`src/rtl/rs232_avalon_slave.sv`:
```
// Polled Avalon-MM UART: 8N1 receive and transmit engines, each buffered by a byte FIFO.
// Map: RX data 0x00 (read pops), TX data 0x04 (write pushes), STATUS 0x08.

module rs232_byte_fifo #(
    parameter int DEPTH = 4
) (
    input  logic       clk,
    input  logic       rst_n,
    input  logic       i_push,
    input  logic [7:0] i_din,
    input  logic       i_pop,
    output logic [7:0] o_dout,
    output logic       o_empty,
    output logic       o_full
);
    localparam int PW = $clog2(DEPTH);
    localparam logic [PW-1:0] P_ZERO = PW'(0);
    localparam logic [PW-1:0] P_ONE  = PW'(1);
    localparam logic [PW:0]   C_ZERO = (PW+1)'(0);
    localparam logic [PW:0]   C_ONE  = (PW+1)'(1);
    localparam logic [PW:0]   C_FULL = (PW+1)'(DEPTH);

    logic [7:0]    r_mem [DEPTH];
    logic [PW-1:0] r_wp;
    logic [PW-1:0] r_rp;
    logic [PW:0]   r_cnt;

    assign o_dout  = r_mem[r_rp];
    assign o_empty = (r_cnt == C_ZERO);
    assign o_full  = (r_cnt == C_FULL);

    // Storage, wrapping pointers and occupancy count; push and pop together leave the count unchanged.
    always_ff @(posedge clk or negedge rst_n) begin
        if (!rst_n) begin
            for (int i = 0; i < DEPTH; i++) begin
                r_mem[i] <= 8'h00;
            end
            r_wp  <= P_ZERO;
            r_rp  <= P_ZERO;
            r_cnt <= C_ZERO;
        end else begin
            if (i_push) begin
                r_mem[r_wp] <= i_din;
                r_wp        <= r_wp + P_ONE;
            end
            if (i_pop) begin
                r_rp <= r_rp + P_ONE;
            end
            case ({i_push, i_pop})
                2'b10:   r_cnt <= r_cnt + C_ONE;
                2'b01:   r_cnt <= r_cnt - C_ONE;
                default: r_cnt <= r_cnt;
            endcase
        end
    end
endmodule

module rs232_avalon_slave #(
    parameter int CLKS_PER_BIT = 434,
    parameter int FIFO_DEPTH   = 4
) (
    input  logic        avm_clk,
    input  logic        avm_rst_n,
    input  logic [4:0]  avs_address,
    input  logic        avs_read,
    output logic [31:0] avs_readdata,
    input  logic        avs_write,
    input  logic [31:0] avs_writedata,
    output logic        avs_waitrequest,
    input  logic        uart_rxd,
    output logic        uart_txd
);
    localparam int CW = $clog2(CLKS_PER_BIT);
    localparam logic [CW-1:0] C_ZERO = CW'(0);
    localparam logic [CW-1:0] C_ONE  = CW'(1);
    localparam logic [CW-1:0] C_HALF = CW'(CLKS_PER_BIT / 2 - 1);
    localparam logic [CW-1:0] C_FULL = CW'(CLKS_PER_BIT - 1);

    typedef enum logic [1:0] {
        ST_IDLE  = 2'd0,
        ST_START = 2'd1,
        ST_DATA  = 2'd2,
        ST_STOP  = 2'd3
    } uart_state_e;

    logic        r_ack;
    logic [31:0] r_readdata;
    logic        r_rd_skip;
    logic        r_rx_ovr;
    logic        r_tx_ovf;
    logic        r_frm_err;
    logic        r_rxd_meta;
    logic        r_rxd_sync;
    logic        r_txd;

    logic        w_req;
    logic        w_done;
    logic        w_rx_pop;
    logic        w_rx_push;
    logic        w_rx_ovr_set;
    logic        w_wr_tx;
    logic        w_tx_push;
    logic        w_tx_pop;
    logic        w_tx_ovf_set;
    logic        w_stat_clr;
    logic        w_rx_empty;
    logic        w_rx_full;
    logic        w_tx_empty;
    logic        w_tx_full;
    logic [7:0]  w_rx_head;
    logic [7:0]  w_tx_head;
    logic [31:0] w_status;
    logic [31:0] w_rdata;
    logic        w_unused;

    uart_state_e r_rx_state;
    uart_state_e w_rx_state_nx;
    logic [CW-1:0] r_rx_cnt;
    logic [CW-1:0] w_rx_cnt_nx;
    logic [2:0]  r_rx_idx;
    logic [2:0]  w_rx_idx_nx;
    logic [7:0]  r_rx_shift;
    logic [7:0]  w_rx_shift_nx;
    logic        r_rx_brk;
    logic        w_rx_brk_nx;
    logic        w_rx_done;
    logic        w_frm_set;

    uart_state_e r_tx_state;
    uart_state_e w_tx_state_nx;
    logic [CW-1:0] r_tx_cnt;
    logic [CW-1:0] w_tx_cnt_nx;
    logic [2:0]  r_tx_idx;
    logic [2:0]  w_tx_idx_nx;
    logic [7:0]  r_tx_shift;
    logic [7:0]  w_tx_shift_nx;
    logic        w_txd_nx;

    assign w_unused = &{1'b0, avs_writedata[31:8]};

    // One wait state: request in cycle 1, completion (and all side effects) on the next edge.
    assign w_req           = avs_read | avs_write;
    assign avs_waitrequest = w_req & ~r_ack;
    assign w_done          = w_req & r_ack;
    assign avs_readdata    = r_readdata;
    assign uart_txd        = r_txd;

    // r_rd_skip remembers an empty RX FIFO at sample time so a byte arriving mid-transfer is not lost.
    assign w_rx_pop     = w_done & avs_read & (avs_address == 5'h00) & ~r_rd_skip;
    assign w_wr_tx      = w_done & ~avs_read & avs_write & (avs_address == 5'h04);
    assign w_tx_push    = w_wr_tx & (~w_tx_full | w_tx_pop);
    assign w_tx_ovf_set = w_wr_tx & w_tx_full & ~w_tx_pop;
    assign w_stat_clr   = w_done & avs_read & (avs_address == 5'h08);
    assign w_rx_push    = w_rx_done & ~w_rx_full;
    assign w_rx_ovr_set = w_rx_done & w_rx_full;

    assign w_status = {21'd0, r_frm_err, r_tx_ovf, r_rx_ovr, ~w_rx_empty, ~w_tx_full, 6'd0};

    rs232_byte_fifo #(.DEPTH(FIFO_DEPTH)) u_rx_fifo (
        .clk     (avm_clk),
        .rst_n   (avm_rst_n),
        .i_push  (w_rx_push),
        .i_din   (r_rx_shift),
        .i_pop   (w_rx_pop),
        .o_dout  (w_rx_head),
        .o_empty (w_rx_empty),
        .o_full  (w_rx_full)
    );

    rs232_byte_fifo #(.DEPTH(FIFO_DEPTH)) u_tx_fifo (
        .clk     (avm_clk),
        .rst_n   (avm_rst_n),
        .i_push  (w_tx_push),
        .i_din   (avs_writedata[7:0]),
        .i_pop   (w_tx_pop),
        .o_dout  (w_tx_head),
        .o_empty (w_tx_empty),
        .o_full  (w_tx_full)
    );

    // Read-data source for the addressed register.
    always_comb begin
        w_rdata = 32'h0000_0000;
        case (avs_address)
            5'h00:   w_rdata = {24'h00_0000, (w_rx_empty ? 8'h00 : w_rx_head)};
            5'h08:   w_rdata = w_status;
            default: w_rdata = 32'h0000_0000;
        endcase
    end

    // Bus handshake and registered read data, captured in the first cycle of a read.
    always_ff @(posedge avm_clk or negedge avm_rst_n) begin
        if (!avm_rst_n) begin
            r_ack      <= 1'b0;
            r_readdata <= 32'h0000_0000;
            r_rd_skip  <= 1'b0;
        end else begin
            r_ack <= w_req & ~r_ack;
            if (avs_read & ~r_ack) begin
                r_readdata <= w_rdata;
                r_rd_skip  <= w_rx_empty;
            end else begin
                r_readdata <= r_readdata;
                r_rd_skip  <= r_rd_skip;
            end
        end
    end

    // Sticky error flags: a set in the same cycle as the clearing read wins.
    always_ff @(posedge avm_clk or negedge avm_rst_n) begin
        if (!avm_rst_n) begin
            r_rx_ovr  <= 1'b0;
            r_tx_ovf  <= 1'b0;
            r_frm_err <= 1'b0;
        end else begin
            r_rx_ovr  <= w_rx_ovr_set | (r_rx_ovr  & ~w_stat_clr);
            r_tx_ovf  <= w_tx_ovf_set | (r_tx_ovf  & ~w_stat_clr);
            r_frm_err <= w_frm_set    | (r_frm_err & ~w_stat_clr);
        end
    end

    // Two-flop synchronizer for the asynchronous serial input; idles high.
    always_ff @(posedge avm_clk or negedge avm_rst_n) begin
        if (!avm_rst_n) begin
            r_rxd_meta <= 1'b1;
            r_rxd_sync <= 1'b1;
        end else begin
            r_rxd_meta <= uart_rxd;
            r_rxd_sync <= r_rxd_meta;
        end
    end

    // RX next state: half-bit wait validates the start bit, later samples land at bit centres.
    always_comb begin
        w_rx_state_nx = r_rx_state;
        w_rx_cnt_nx   = r_rx_cnt;
        w_rx_idx_nx   = r_rx_idx;
        w_rx_shift_nx = r_rx_shift;
        w_rx_brk_nx   = r_rx_brk;
        w_rx_done     = 1'b0;
        w_frm_set     = 1'b0;
        case (r_rx_state)
            ST_IDLE: begin
                if (!r_rxd_sync) begin
                    w_rx_state_nx = ST_START;
                    w_rx_cnt_nx   = C_HALF;
                end else begin
                    w_rx_state_nx = ST_IDLE;
                end
            end
            ST_START: begin
                if (r_rx_cnt != C_ZERO) begin
                    w_rx_cnt_nx = r_rx_cnt - C_ONE;
                end else if (r_rxd_sync) begin
                    w_rx_state_nx = ST_IDLE;
                end else begin
                    w_rx_state_nx = ST_DATA;
                    w_rx_cnt_nx   = C_FULL;
                    w_rx_idx_nx   = 3'd0;
                end
            end
            ST_DATA: begin
                if (r_rx_cnt != C_ZERO) begin
                    w_rx_cnt_nx = r_rx_cnt - C_ONE;
                end else begin
                    w_rx_shift_nx = {r_rxd_sync, r_rx_shift[7:1]};
                    w_rx_cnt_nx   = C_FULL;
                    if (r_rx_idx == 3'd7) begin
                        w_rx_state_nx = ST_STOP;
                    end else begin
                        w_rx_idx_nx = r_rx_idx + 3'd1;
                    end
                end
            end
            ST_STOP: begin
                if (r_rx_brk) begin
                    if (r_rxd_sync) begin
                        w_rx_state_nx = ST_IDLE;
                        w_rx_brk_nx   = 1'b0;
                    end else begin
                        w_rx_brk_nx = 1'b1;
                    end
                end else if (r_rx_cnt != C_ZERO) begin
                    w_rx_cnt_nx = r_rx_cnt - C_ONE;
                end else if (r_rxd_sync) begin
                    w_rx_done     = 1'b1;
                    w_rx_state_nx = ST_IDLE;
                end else begin
                    w_frm_set   = 1'b1;
                    w_rx_brk_nx = 1'b1;
                end
            end
            default: begin
                w_rx_state_nx = ST_IDLE;
                w_rx_brk_nx   = 1'b0;
            end
        endcase
    end

    // RX state register.
    always_ff @(posedge avm_clk or negedge avm_rst_n) begin
        if (!avm_rst_n) begin
            r_rx_state <= ST_IDLE;
            r_rx_cnt   <= C_ZERO;
            r_rx_idx   <= 3'd0;
            r_rx_shift <= 8'h00;
            r_rx_brk   <= 1'b0;
        end else begin
            r_rx_state <= w_rx_state_nx;
            r_rx_cnt   <= w_rx_cnt_nx;
            r_rx_idx   <= w_rx_idx_nx;
            r_rx_shift <= w_rx_shift_nx;
            r_rx_brk   <= w_rx_brk_nx;
        end
    end

    // TX next state: the end of a stop bit chains straight into the next queued byte.
    always_comb begin
        w_tx_state_nx = r_tx_state;
        w_tx_cnt_nx   = r_tx_cnt;
        w_tx_idx_nx   = r_tx_idx;
        w_tx_shift_nx = r_tx_shift;
        w_txd_nx      = r_txd;
        w_tx_pop      = 1'b0;
        case (r_tx_state)
            ST_IDLE: begin
                w_txd_nx = 1'b1;
                if (!w_tx_empty) begin
                    w_tx_pop      = 1'b1;
                    w_tx_shift_nx = w_tx_head;
                    w_tx_cnt_nx   = C_FULL;
                    w_tx_state_nx = ST_START;
                    w_txd_nx      = 1'b0;
                end else begin
                    w_tx_state_nx = ST_IDLE;
                end
            end
            ST_START: begin
                if (r_tx_cnt != C_ZERO) begin
                    w_tx_cnt_nx = r_tx_cnt - C_ONE;
                end else begin
                    w_tx_cnt_nx   = C_FULL;
                    w_tx_idx_nx   = 3'd0;
                    w_tx_state_nx = ST_DATA;
                    w_txd_nx      = r_tx_shift[0];
                end
            end
            ST_DATA: begin
                if (r_tx_cnt != C_ZERO) begin
                    w_tx_cnt_nx = r_tx_cnt - C_ONE;
                end else begin
                    w_tx_cnt_nx = C_FULL;
                    if (r_tx_idx == 3'd7) begin
                        w_tx_state_nx = ST_STOP;
                        w_txd_nx      = 1'b1;
                    end else begin
                        w_tx_idx_nx   = r_tx_idx + 3'd1;
                        w_tx_shift_nx = {1'b0, r_tx_shift[7:1]};
                        w_txd_nx      = r_tx_shift[1];
                    end
                end
            end
            ST_STOP: begin
                if (r_tx_cnt != C_ZERO) begin
                    w_tx_cnt_nx = r_tx_cnt - C_ONE;
                end else if (!w_tx_empty) begin
                    w_tx_pop      = 1'b1;
                    w_tx_shift_nx = w_tx_head;
                    w_tx_cnt_nx   = C_FULL;
                    w_tx_state_nx = ST_START;
                    w_txd_nx      = 1'b0;
                end else begin
                    w_tx_state_nx = ST_IDLE;
                    w_txd_nx      = 1'b1;
                end
            end
            default: begin
                w_tx_state_nx = ST_IDLE;
                w_txd_nx      = 1'b1;
            end
        endcase
    end

    // TX state register; the serial output is registered and forced idle-high by reset.
    always_ff @(posedge avm_clk or negedge avm_rst_n) begin
        if (!avm_rst_n) begin
            r_tx_state <= ST_IDLE;
            r_tx_cnt   <= C_ZERO;
            r_tx_idx   <= 3'd0;
            r_tx_shift <= 8'h00;
            r_txd      <= 1'b1;
        end else begin
            r_tx_state <= w_tx_state_nx;
            r_tx_cnt   <= w_tx_cnt_nx;
            r_tx_idx   <= w_tx_idx_nx;
            r_tx_shift <= w_tx_shift_nx;
            r_txd      <= w_txd_nx;
        end
    end
endmodule

```
`config.mk`:
```
export PLATFORM = sky130hd
export DESIGN_NAME = rs232_avalon_slave
export DESIGN_NICKNAME = d
export VERILOG_FILES = /design/src/rtl/rs232_avalon_slave.sv
export SDC_FILE = /design/constraint.sdc
export NUM_CORES = 1
export LEC_CHECK = 0
export BUFFER_PORTS_ARGS = -buffer_cell sky130_fd_sc_hd__buf_2
export CAP_MARGIN = 15
export CORE_ASPECT_RATIO = 0.9
export CORE_UTILIZATION = 50
export CTS_BUF_LIST = sky130_fd_sc_hd__clkbuf_16
export CTS_CLUSTER_SIZE = 8
export DETAILED_ROUTE_END_ITERATION = 8
export PLACE_DENSITY = 0.69
export SYNTH_ARGS = -nofsm -noshare
export SYNTH_HDL_FRONTEND = slang
export SYNTH_SLANG_ARGS = --single-unit
export TNS_END_PERCENT = 20
```
`constraint.sdc`:
```
create_clock -name avm_clk -period 3.2 [get_ports avm_clk]
set_input_delay 0.32 -clock avm_clk [delete_from_list [all_inputs] [get_ports avm_clk]]
set_output_delay 0.32 -clock avm_clk [all_outputs]
set_load 0.01 [all_outputs]
```
**Word-level counts from Yosys, hierarchy flattened**

Cells that the tools add are included.

- Register bits: 163
- Output and inout bits: 34

- $add $sub $neg: 12
- Order comparisons: 6
- Equality and inequality tests: 31
- Mux-type cells: 74
- Bitwise operators: 36
- Reduce and logical (&&, ||, !) cells: 23

Operator list:

| cell | count |
|---|---|
| 2-to-1 mux 8 bit | 11 |
| 2-to-1 mux 9 bit | 9 |
| bitwise mux 32 bit | 2 |
| one-hot mux 9 bit (4 select lines) | 1 |
| binary-select mux 8 bit (select 2 bit) | 2 |
| demux 8 bit (select 2 bit) | 2 |
| one-hot mux 9 bit (3 select lines) | 1 |
| != test 2 bit (second input constant) | 13 |
| one-hot mux 3 bit (2 select lines) | 4 |
| one-hot mux 8 bit (3 select lines) | 1 |
| 2-to-1 mux 2 bit | 11 |
| one-hot mux 11 bit (2 select lines) | 1 |
| 2-to-1 mux 3 bit | 7 |
| AND reduction 4 bit | 5 |
| bitwise AND 1 bit | 18 |
| 2-to-1 mux 1 bit | 18 |
| nonzero test 9 bit | 2 |
| subtractor 9 x 1 -> 9 bit (second input constant) | 2 |
| one-hot mux 2 bit (4 select lines) | 2 |
| adder 3 x 1 -> 3 bit (second input constant) | 4 |
| == test 2 bit (second input constant) | 6 |
| == test 3 bit (second input constant) | 4 |
| >= comparator 3 bit (second input constant) | 4 |
| inverter 2 -> 3 bit | 4 |
| other kinds (21) | 48 |

**Depth between registers and ports, before layout**

Gate-level depths: netlist of run 1.

- Depth after elaboration: 8
- Depth in mapped cells: 14
- Depth with buffers taken out: 12

**By module**

Synthesis of run 1 repeated with hierarchy kept, for this count alone.

- Cells, all modules: 587
- Area, all modules: 7323.3 um2

Modules (own cells, without submodules):

| module | instances | cells each | area each (um2) | seq. area each (um2) |
|---|---|---|---|---|
| rs232_avalon_slave | 1 | 364 | 3803.6 | 1605.3 |
| rs232_byte_fifo at u_tx_fifo | 1 | 111 | 1760.4 | 975.9 |
| rs232_byte_fifo at u_rx_fifo | 1 | 112 | 1759.2 | 975.9 |

**Worst setup path after synthesis of run 1**

No wires, ideal clock.

- Kind: register to register
- Start: register r_tx_state[0]
- End: register u_tx_fifo.r_cnt[2]
- Setup time: 79 ps
- Data arrival time: 2631 ps
- Slack: 490 ps
- Stages on the path, launching flop included: 15
- Path buffers: 2
- Cells stage by stage: dfrtp_1 > inv_1 > ha_1 > clkbuf_1 > nor2b_1 > nor2_1 > buf_2 > o21ai_0 > nand2_1 > ha_1 > inv_1 > fa_1 > xor2_1 > nor2_1 > xor2_1

- Cells in the longest elaborated chain, start to end: 6
- Elaborated cells between the ends (all ways): 9
- Those cells by class: eq/ne (3); mux (2); bitwise (2); reduce/logical (2)

Ends and longest elaborated chain:

| what | line | source |
|---|---|---|
| start, declared | 129 | `uart_state_e r_tx_state;` |
| start signal, assigned | 393 | `r_tx_state <= w_tx_state_nx;` |
| == test 2 bit / zero test 2 bit (equally long branches) | 325 | `case (r_tx_state)` |
| one-hot mux 1 bit (2 select lines) * | 325 |  |
| OR 1 bit | 151 | `assign w_tx_push = w_wr_tx & (~w_tx_full \| w_tx_pop);` |
| bitwise AND 1 bit | 151 |  |
| == test 2 x 1 -> 1 bit / == test 2 bit (equally long branches) | 49 | `case ({i_push, i_pop})` |
| one-hot mux 3 bit (2 select lines) / nonzero test 2 bit (equally long branches) | -- |  |
| end signal, assigned | 50 | `2'b10: r_cnt <= r_cnt + C_ONE;` |
| end signal, assigned | 51 | `2'b01: r_cnt <= r_cnt - C_ONE;` |
| end signal, assigned | 52 | `default: r_cnt <= r_cnt;` |
| end, declared | 26 | `logic [PW:0] r_cnt;` |

Mark *: on every way between the ends. The rest lies on a longest branch, timed or not.
A chain may end at the register's enable or synchronous reset.

**Final worst setup path of run 1**

- Start: register r_tx_cnt[0]
- End: register u_tx_fifo.r_cnt[2]

- Cells in the longest elaborated chain, start to end: 7
- Elaborated cells between the ends (all ways): 9
- Those cells by class: eq/ne (2); mux (3); bitwise (2); reduce/logical (2)

Ends and longest elaborated chain:

| what | line | source |
|---|---|---|
| start, declared | 131 | `logic [CW-1:0] r_tx_cnt;` |
| start signal, assigned | 394 | `r_tx_cnt <= w_tx_cnt_nx;` |
| nonzero test 9 bit * | 364 | `if (r_tx_cnt != C_ZERO) begin` |
| 2-to-1 mux 1 bit * | 364 |  |
| one-hot mux 1 bit (2 select lines) * | 325 |  |
| net u_tx_fifo.i_pop | 11 | `input logic i_pop,` |
| OR 1 bit | 151 |  |
| bitwise AND 1 bit | 151 |  |
| == test 2 x 1 -> 1 bit / == test 2 bit (equally long branches) | 49 |  |
| one-hot mux 3 bit (2 select lines) / nonzero test 2 bit (equally long branches) | -- |  |

The timed path passes the listed nets; every way through them passes the cells marked *.

==> summary.txt, run 1 <==
Floorplan
  – Core ar.: 16890 sq um
  – Die width: 140.7 um
  – Die H: 126.8 um
  – Die area: 17840 sq um
  – Num rows: 45
  – Io pins: 76
  – Initial Util: 51.24%

Logic synthesis
  – Simple-gate share of the synthesized area: 12.27%
  – Synth Register Bits: 142
  – Number of flops mapped to enable cells by yosys: 0
  – Cell count after synthesis: 830
  – Sequential cell area fraction in the yosys report: 41.10%
  – Most instantiated cells after synthesis: dfrtp_1, nand2_1, mux2_2
  – Synth Area in XOR/XNOR: 1.214%
  – Area contributors post-synth: dfrtp_1, mux2_2, ha_1
  – Synth Area in Compound Gates: 22.02%
  – Syn avg cell area: 10.43 sq um
  – Yosys top cell area share: 40.19%
  – Post-synth top area cell: dfrtp_1
  – Main flop type after synthesis: dfrtp_1
  – Count leader, synth: dfrtp_1
  – Post-synthesis cell type count: 73
  – Fraction of the mapped netlist area in adder cells: 4.655%
  – Synth Warn #: 0
  – Largest family of logic cells by synthesized area: compound AO/OA/AOI/OAI gates
  – Mux contribution to synthesized area: 12.30%
  – FFs w/ async S/R, synth: 100.0%
  – Mapped cell area: 8655 sq um

Clock tree
  – CTS Buffer Depth: 2
  – H-tree levels: 4
  – Worst-skew pair later-pin latency: 0.44 ns
  – Clock Sinks: 142
  – Worst-path clk slew: 0.07 ns
  – Cts repair resizes: 0
  – CTS tree: built
  – Clock Root Buffer: clkbuf_16
  – CTS Buf Count: 17
  – Post-CTS setup buffers: 0

Drt
  – 1st-pass router iterations: 5
  – Iteration-0 DRC Markers: 609
  – Via count: 6862
  – DRC errors left: 0
  – WL/cell: 19.64 um
  – Routed Antenna Nets: 0
  – Post-Route WL: 20760 um
  – Vias per Instance: 6.492

Status
  – Status: finished clean

STA
  – Fin. Hold Viols: 0
  – Max-slew headroom: 25.10%
  – Setup tns final: 0 ns
  – Actual slew at the worst max-slew pin: 1.123 ns
  – RSZ-0062 raised after global routing: false
  – Fin crit share: 86.05%
  – FMAX: 363.2 MHz
  – Skew final: 0.009702 ns
  – Tmin final: 2.754 ns
  – Final setup fails: 0
  – Final count of pins violating max slew: 0

Layout
  – Final nets: 906
  – # diodes: 0
  – Fraction of layout cells with a size suffix above 1: 20.33%
  – Area growth from synthesis to layout: 9.426%

Pwr
  – Pwr dens: 644.0 nW/um^2
  – Tot Pwr: 6.098 mW
  – Leak: 3.865 nW
  – VDD IR max: 0.5102 mV

Worst setup path
  – CP Launch Type: register
  – Worst EP arrival: 3.11 ns
  – Worst path depth: 11
  – Critical Path RT: 3.56 ns
  – CP peak stage delay: 0.42 ns
  – Crit Path Class: register to register
  – Critical path's slowest cell: dfrtp_1
  – R2r setup slk: 0.45 ns
  – Worst Setup EP: u_tx_fifo.r_cnt[2]
  – R2R Path Start: r_tx_cnt[0]
  – Critical path's top delay family: adder cells
  – Bufs and invs on worst path: 2
  – CP endpoint kind: register
  – R2R depth: 11
  – Cells along the critical path: inv_1 > ha_1 > nor4b_1 > nand3_1 > a21oi_1 > ha_1 > inv_1 > fa_1 > xor2_1 > nor2_1 > xor2_1
  – Worst r2r dst: u_tx_fifo.r_cnt[2]
  – Crit path from: r_tx_cnt[0]
  – Critical Path Fanout Max: 5

Place
  – Global placer's final weighted congestion: 0.8950
  – IO Port Bufs: 30
  – DP Wirelength: 13120 um

Global routing
  – Initial antenna violation count: 0
  – First-pass GRT wire length: 34090 um
  – Largest net degree at the start of global routing: 81
  – Vias in the first global route: 6893
  – Tot GR Track Use: 24.21%
  – Total grt overflow: 0

Job
  – Max-cap violation count: 0

Worst hold path
  – Worst hold path type: input pin to register
-- sequential cells by signal, summed over array words and instances, names as in the netlist, 2 cells and up, named ones only --
| register | count |
|---|---|
| u_rx_fifo.r_mem | 32 |
| u_tx_fifo.r_mem | 32 |
| u_tx_fifo.r_wp | 2 |
| u_rx_fifo.r_wp | 2 |
| r_tx_state | 2 |
| r_rx_idx | 3 |
| avs_readdata | 11 |
| u_tx_fifo.r_cnt | 3 |
| r_rx_shift | 8 |
| u_rx_fifo.r_cnt | 3 |
| r_tx_shift | 8 |
| r_tx_idx | 3 |
| r_tx_cnt | 9 |
| r_rx_cnt | 9 |
| u_rx_fifo.r_rp | 2 |
| u_tx_fifo.r_rp | 2 |
-- worst min-delay path by stage --
stage / startpoint / to / slack [ns] / depth (start not counted)
after detailed placement: r_rxd_meta / r_rxd_sync / 0.35 / 0
after global routing: avs_address[2] / avs_readdata[6] / 0.15 / 2
after floorplan: avm_rst_n / asynchronous set/reset pin / 0.02 / 0
after CTS: avs_address[2] / avs_readdata[6] / 0.13 / 2
after global placement: r_rxd_meta / r_rxd_sync / 0.35 / 0
final: avs_address[2] / avs_readdata[6] / 0.14 / 2
-- cell usage in the layout, fill, tap and decap left out, types with 29 or more instances in the layout --
master    Yosys  routed
dfrtp_1     139     139
nand2_1      71      71
mux2_2       59      59
o31ai_1      45      45
inv_1        37      37
nand2b_1     35      35
o211ai_1     35      35
o21ai_0      32      32
o311a_1      32      32
o311ai_0     30      30
ha_1         29      29
buf_2         9      29
-- metrics by stage --
step	util (%)	area [sq um]	setup slack [ns]	hold WS, ns	cells
3_3_place_gp	52.60	8885	0.5731	0.3459	1023
5_1_grt	56.07	9470	0.1974	0.1451	1057
3_5_place_dp	52.60	8885	0.4902	0.3530	1023
2_1_floorplan	-	8730	0.4897	0.02441	850
6_report	56.07	9470	0.4464	0.1420	1057
4_1_cts	56.07	9470	0.4408	0.1327	1057
-- layer usage --
layer | part of all wire (%) | track usage [%] | vias up
li1 | - | - | 3128
met1 | 44 | 31.25 | 3464
met2 | 49 | 39.89 | 240
met3 | 5.0 | 4.379 | 30
met4 | 1.8 | 10.87 | 0
met5 | 0 | 0 | -
-- layout make-up --
type | count | area [sq um]
sequential | 142 | 3557
tap | 211 | 264.0
fill | 1436 | 7421
timing repair buffer | 49 | 316.6
clock buffer | 17 | 425.4
clock inverter | 15 | 140.1
inverter | 37 | 138.9
multi-input combinational | 586 | 4628
-- timing repair --
action	in CTS	in global routing
endpoints found under the hold margin	76	0
setup endpoints to repair	0	0
hold buffers	2	0
-- cells by family (layout without fill, tap and decap cells) --
family,count (synthesis),in the layout
AOI/OAI and AO/OA,246,246
and+or+nand+nor,197,197
DFF,142,142
buffers and inverters,122,118
muxes,79,79
adders and majority gates,31,31
xor gates and xnor gates,12,12
other,1,21
-- report_power, final --
part	internal, mW	leakage, nW	switching [mW]
sequential	1.97	1.70	0.254
combinational	0.758	1.89	1.17
clock	1.03	0.278	0.910
Power figures use the tool's default switching activity.
==> run 2, diff against run 1 <==
--- a/config.mk
+++ b/config.mk
@@ -8,5 +8,5 @@
 export BUFFER_PORTS_ARGS = -buffer_cell sky130_fd_sc_hd__buf_2
 export CAP_MARGIN = 15
-export CORE_ASPECT_RATIO = 0.9
+export CORE_ASPECT_RATIO = 0.6
 export CORE_UTILIZATION = 50
 export CTS_BUF_LIST = sky130_fd_sc_hd__clkbuf_16
==> constraint.sdc (replaced) <==
create_clock -name avm_clk -period 3.2 [get_ports avm_clk]
set_input_delay 0 -clock avm_clk [delete_from_list [all_inputs] [get_ports avm_clk]]
set_output_delay 0 -clock avm_clk [all_outputs]
set_load 0.01 [all_outputs]
==> run 2 against run 1 <==
Effect of this change:
- die area is essentially flat
- total power grew 1.4%
- worst setup slack gained 0.054 ns
- final area grew 1.5%
- critical path depth is the same
- combinational power is essentially flat
- via count shrank 0.47%
- count of clock-buffer cells in the layout is the same
- worst hold slack gained 0.030 ns
- global-route usage grew 1.1 points
- sequential power is essentially flat
- routed wire length grew 2.5%
- critical endpoint unchanged
- largest cell class unchanged
==> summary.txt, run 2 (synthesized netlist as in run 1, its figures left out) <==
Global routing
  – Initial antenna violation count: 0 (unchanged)
  – First-pass GRT wire length: 35610 um (+4.5%)
  – Busiest grt layer: met2
  – GR Layer Usage met3: 5.403% (+1.0 points)
  – Vias in the first global route: 6843 (-0.73%)
  – Largest net degree at the start of global routing: 84 (+3.7%)
  – Total grt overflow: 0 (unchanged)
  – GR Layer Usage met2: 37.74% (-2.2 points)
  – M1 GR Usage: 36.42% (+5.2 points)
  – Tot GR Track Use: 25.31% (+1.1 points)

STA
  – Max-slew headroom: 25.74% (+0.64 points)
  – Setup tns final: 0 ns (unchanged)
  – Actual slew at the worst max-slew pin: 1.114 ns (-0.009543 ns)
  – Final setup fails: 0 (unchanged)
  – Skew final: 0.008016 ns (-0.001686 ns)
  – Fin worst setup slack: 0.5008 ns (+0.05442 ns)
  – Fin crit share: 84.35% (-1.7 points)
  – Final count of pins violating max slew: 0 (unchanged)
  – FMAX: 370.5 MHz (+2.0%)
  – Tmin final: 2.699 ns (-0.05442 ns)
  – Fin. Hold Viols: 0 (unchanged)
  – RSZ-0062 raised after global routing: false

Worst setup path
  – CP peak stage delay: 0.42 ns (about the same)
  – Critical Path Fanout Max: 5 (unchanged)
  – Crit Path Class: register to register
  – Cells along the critical path: inv_1 > ha_1 > nor4b_1 > nand3_1 > a21oi_1 > ha_1 > inv_1 > fa_1 > xor2_1 > nor2_1 > xor2_1
  – Worst r2r dst: u_tx_fifo.r_cnt[2]
  – R2r setup slk: 0.50 ns (+0.05 ns)
  – R2R Path Start: r_tx_cnt[0]
  – Critical Path RT: 3.54 ns (-0.02 ns)
  – Critical path's slowest cell: dfrtp_1
  – Bufs and invs on worst path: 2 (unchanged)
  – CP endpoint kind: register
  – Critical path's top delay family: adder cells
  – Worst path depth: 11 (unchanged)
  – CP Launch Type: register
  – R2R depth: 11 (unchanged)
  – Worst EP arrival: 3.04 ns (-0.07 ns)

Clock tree
  – Worst-skew pair later-pin latency: 0.42 ns (-0.02 ns)
  – Clock Root Buffer: clkbuf_16
  – Clock Sinks: 142 (unchanged)
  – CTS Buf Count: 17 (unchanged)
  – H-tree levels: 4 (unchanged)
  – Worst-path clk slew: 0.06 ns (about the same)
  – Cts repair resizes: 0 (unchanged)
  – CTS Buffer Depth: 2 (unchanged)
  – CTS tree: built

Place
  – DP Wirelength: 13670 um (+4.2%)
  – IO Port Bufs: 30 (unchanged)
  – Worst Setup Slack post-DPL: 0.5151 ns (+0.02488 ns)
  – Global placer's final weighted congestion: 0.8589 (-4.0%)

Floorplan
  – Die width: 171.9 um (+22%)
  – Io pins: 76 (unchanged)
  – Initial Util: 52.21% (+0.97 points)
  – Die H: 103.9 um (-18%)
  – Core ar.: 16580 sq um (-1.9%)
  – Die area: 17860 sq um (about the same)
  – Num rows: 36 (-20%)

Status
  – Status: finished clean

Worst hold path
  – Worst Hold Launch: avs_read
  – Hold depth: 4 (+2)
  – Worst Hold Endpoint: u_rx_fifo.r_rp[0]
  – Worst hold path type: input pin to register

Layout
  – Fraction of layout cells with a size suffix above 1: 19.65% (-0.68 points)
  – Final nets: 915 (+0.99%)
  – Most frequent cells in the layout: dfrtp_1, nand2_1, mux2_2, o31ai_1, inv_1
  – Area growth from synthesis to layout: 11.12%
  – Most common cell after layout, fill and taps aside: dfrtp_1
  – # diodes: 0 (unchanged)

Drt
  – Routed Antenna Nets: 0 (unchanged)
  – Post-Route WL: 21280 um (+2.5%)
  – DRC errors left: 0 (unchanged)
  – 1st-pass router iterations: 7 (+2)
  – Via count: 6830 (-0.47%)
  – Iteration-0 DRC Markers: 666 (+9.4%)
  – Vias per Instance: 6.307 (-2.9%)
  – WL/cell: 19.65 um (about the same)

Pwr
  – Leak: 3.917 nW (+1.3%)
  – Pwr dens: 643.0 nW/um^2 (-0.14%)
  – VDD IR max: 0.3830 mV (-25%)

Job
  – Max-cap violation count: 0 (unchanged)
run 2: cell count changes in the layout (fill, tap and decap cells not counted), sizes merged:
cell	change
dlygate4sd3	+11
inv	-7
bufinv	+3
clkinv	+3
buf	-2
clkinvlp	+1
run 2: area by class of cell:
class	count	area, sq um
Clock buffer	17	425.4
Clock inverter	15	170.2
Fill cell	1391	6959
Inverter	37	138.9
Multi-Input combinational cell	586	4628
Sequential cell	142	3557
Tap cell	228	285.3
Timing Repair Buffer	58	411.6
run 2: through the flow:
step / instance area [sq um] / total power [mW] / cells / utilization, % / hold slack [ns]
global placement: 8891 / 4.051 / 1038 / 53.64 / 0.1028
CTS: 9617 / 6.201 / 1083 / 58.02 / 0.1511
finish: 9617 / 6.184 / 1083 / 58.02 / 0.1722
detailed placement: 8891 / 4.146 / 1038 / 53.64 / 0.1107
global route: 9617 / 6.540 / 1083 / 58.02 / 0.1830
floorplan: 8730 / 3.646 / 850 / - / -0.2956
run 2: per-layer routing:
layer / vias to the layer above / routed length (um)
met5: - / 0
met4: 0 / 286
met3: 20 / 1195
met2: 222 / 9769
met1: 3453 / 10030
li1: 3135 / -
run 2: worst max-delay path by stage:
stage / startpoint / to / slack (ns)
finish: r_tx_cnt[0] / u_tx_fifo.r_cnt[2] / 0.50
global route: r_tx_cnt[0] / u_tx_fifo.r_cnt[2] / 0.27
CTS: r_tx_cnt[0] / u_tx_fifo.r_cnt[2] / 0.48
detailed placement: r_rx_cnt[0] / u_rx_fifo.r_cnt[1] / 0.52
global placement: r_tx_cnt[0] / u_tx_fifo.r_cnt[2] / 0.59
floorplan: r_tx_state[0] / u_tx_fifo.r_cnt[2] / 0.49
run 2: worst reg2reg max path: cells and delay by family (launching register included):
| family | cells | cell delay, ns |
|---|---|---|
| adders and majority gates | 3 | 0.77 |
| buffers and inverters | 2 | 0.18 |
| xor gates and xnor gates | 2 | 0.33 |
| AOI/OAI and AO/OA | 1 | 0.28 |
| and+or+nand+nor | 3 | 0.65 |
| DFF | 1 | 0.42 |
run 2: power by group:
group,internal (mW),switching [mW],total [mW]
clock,1.22,0.799,2.02
combinational,0.775,1.17,1.94
sequential,1.97,0.251,2.22
run 2: what timing repair did:
item                                   in CTS  in global routing
hold buffers                               13                  0
endpoints found under the hold margin     114                  0
setup buffers                               0                  0
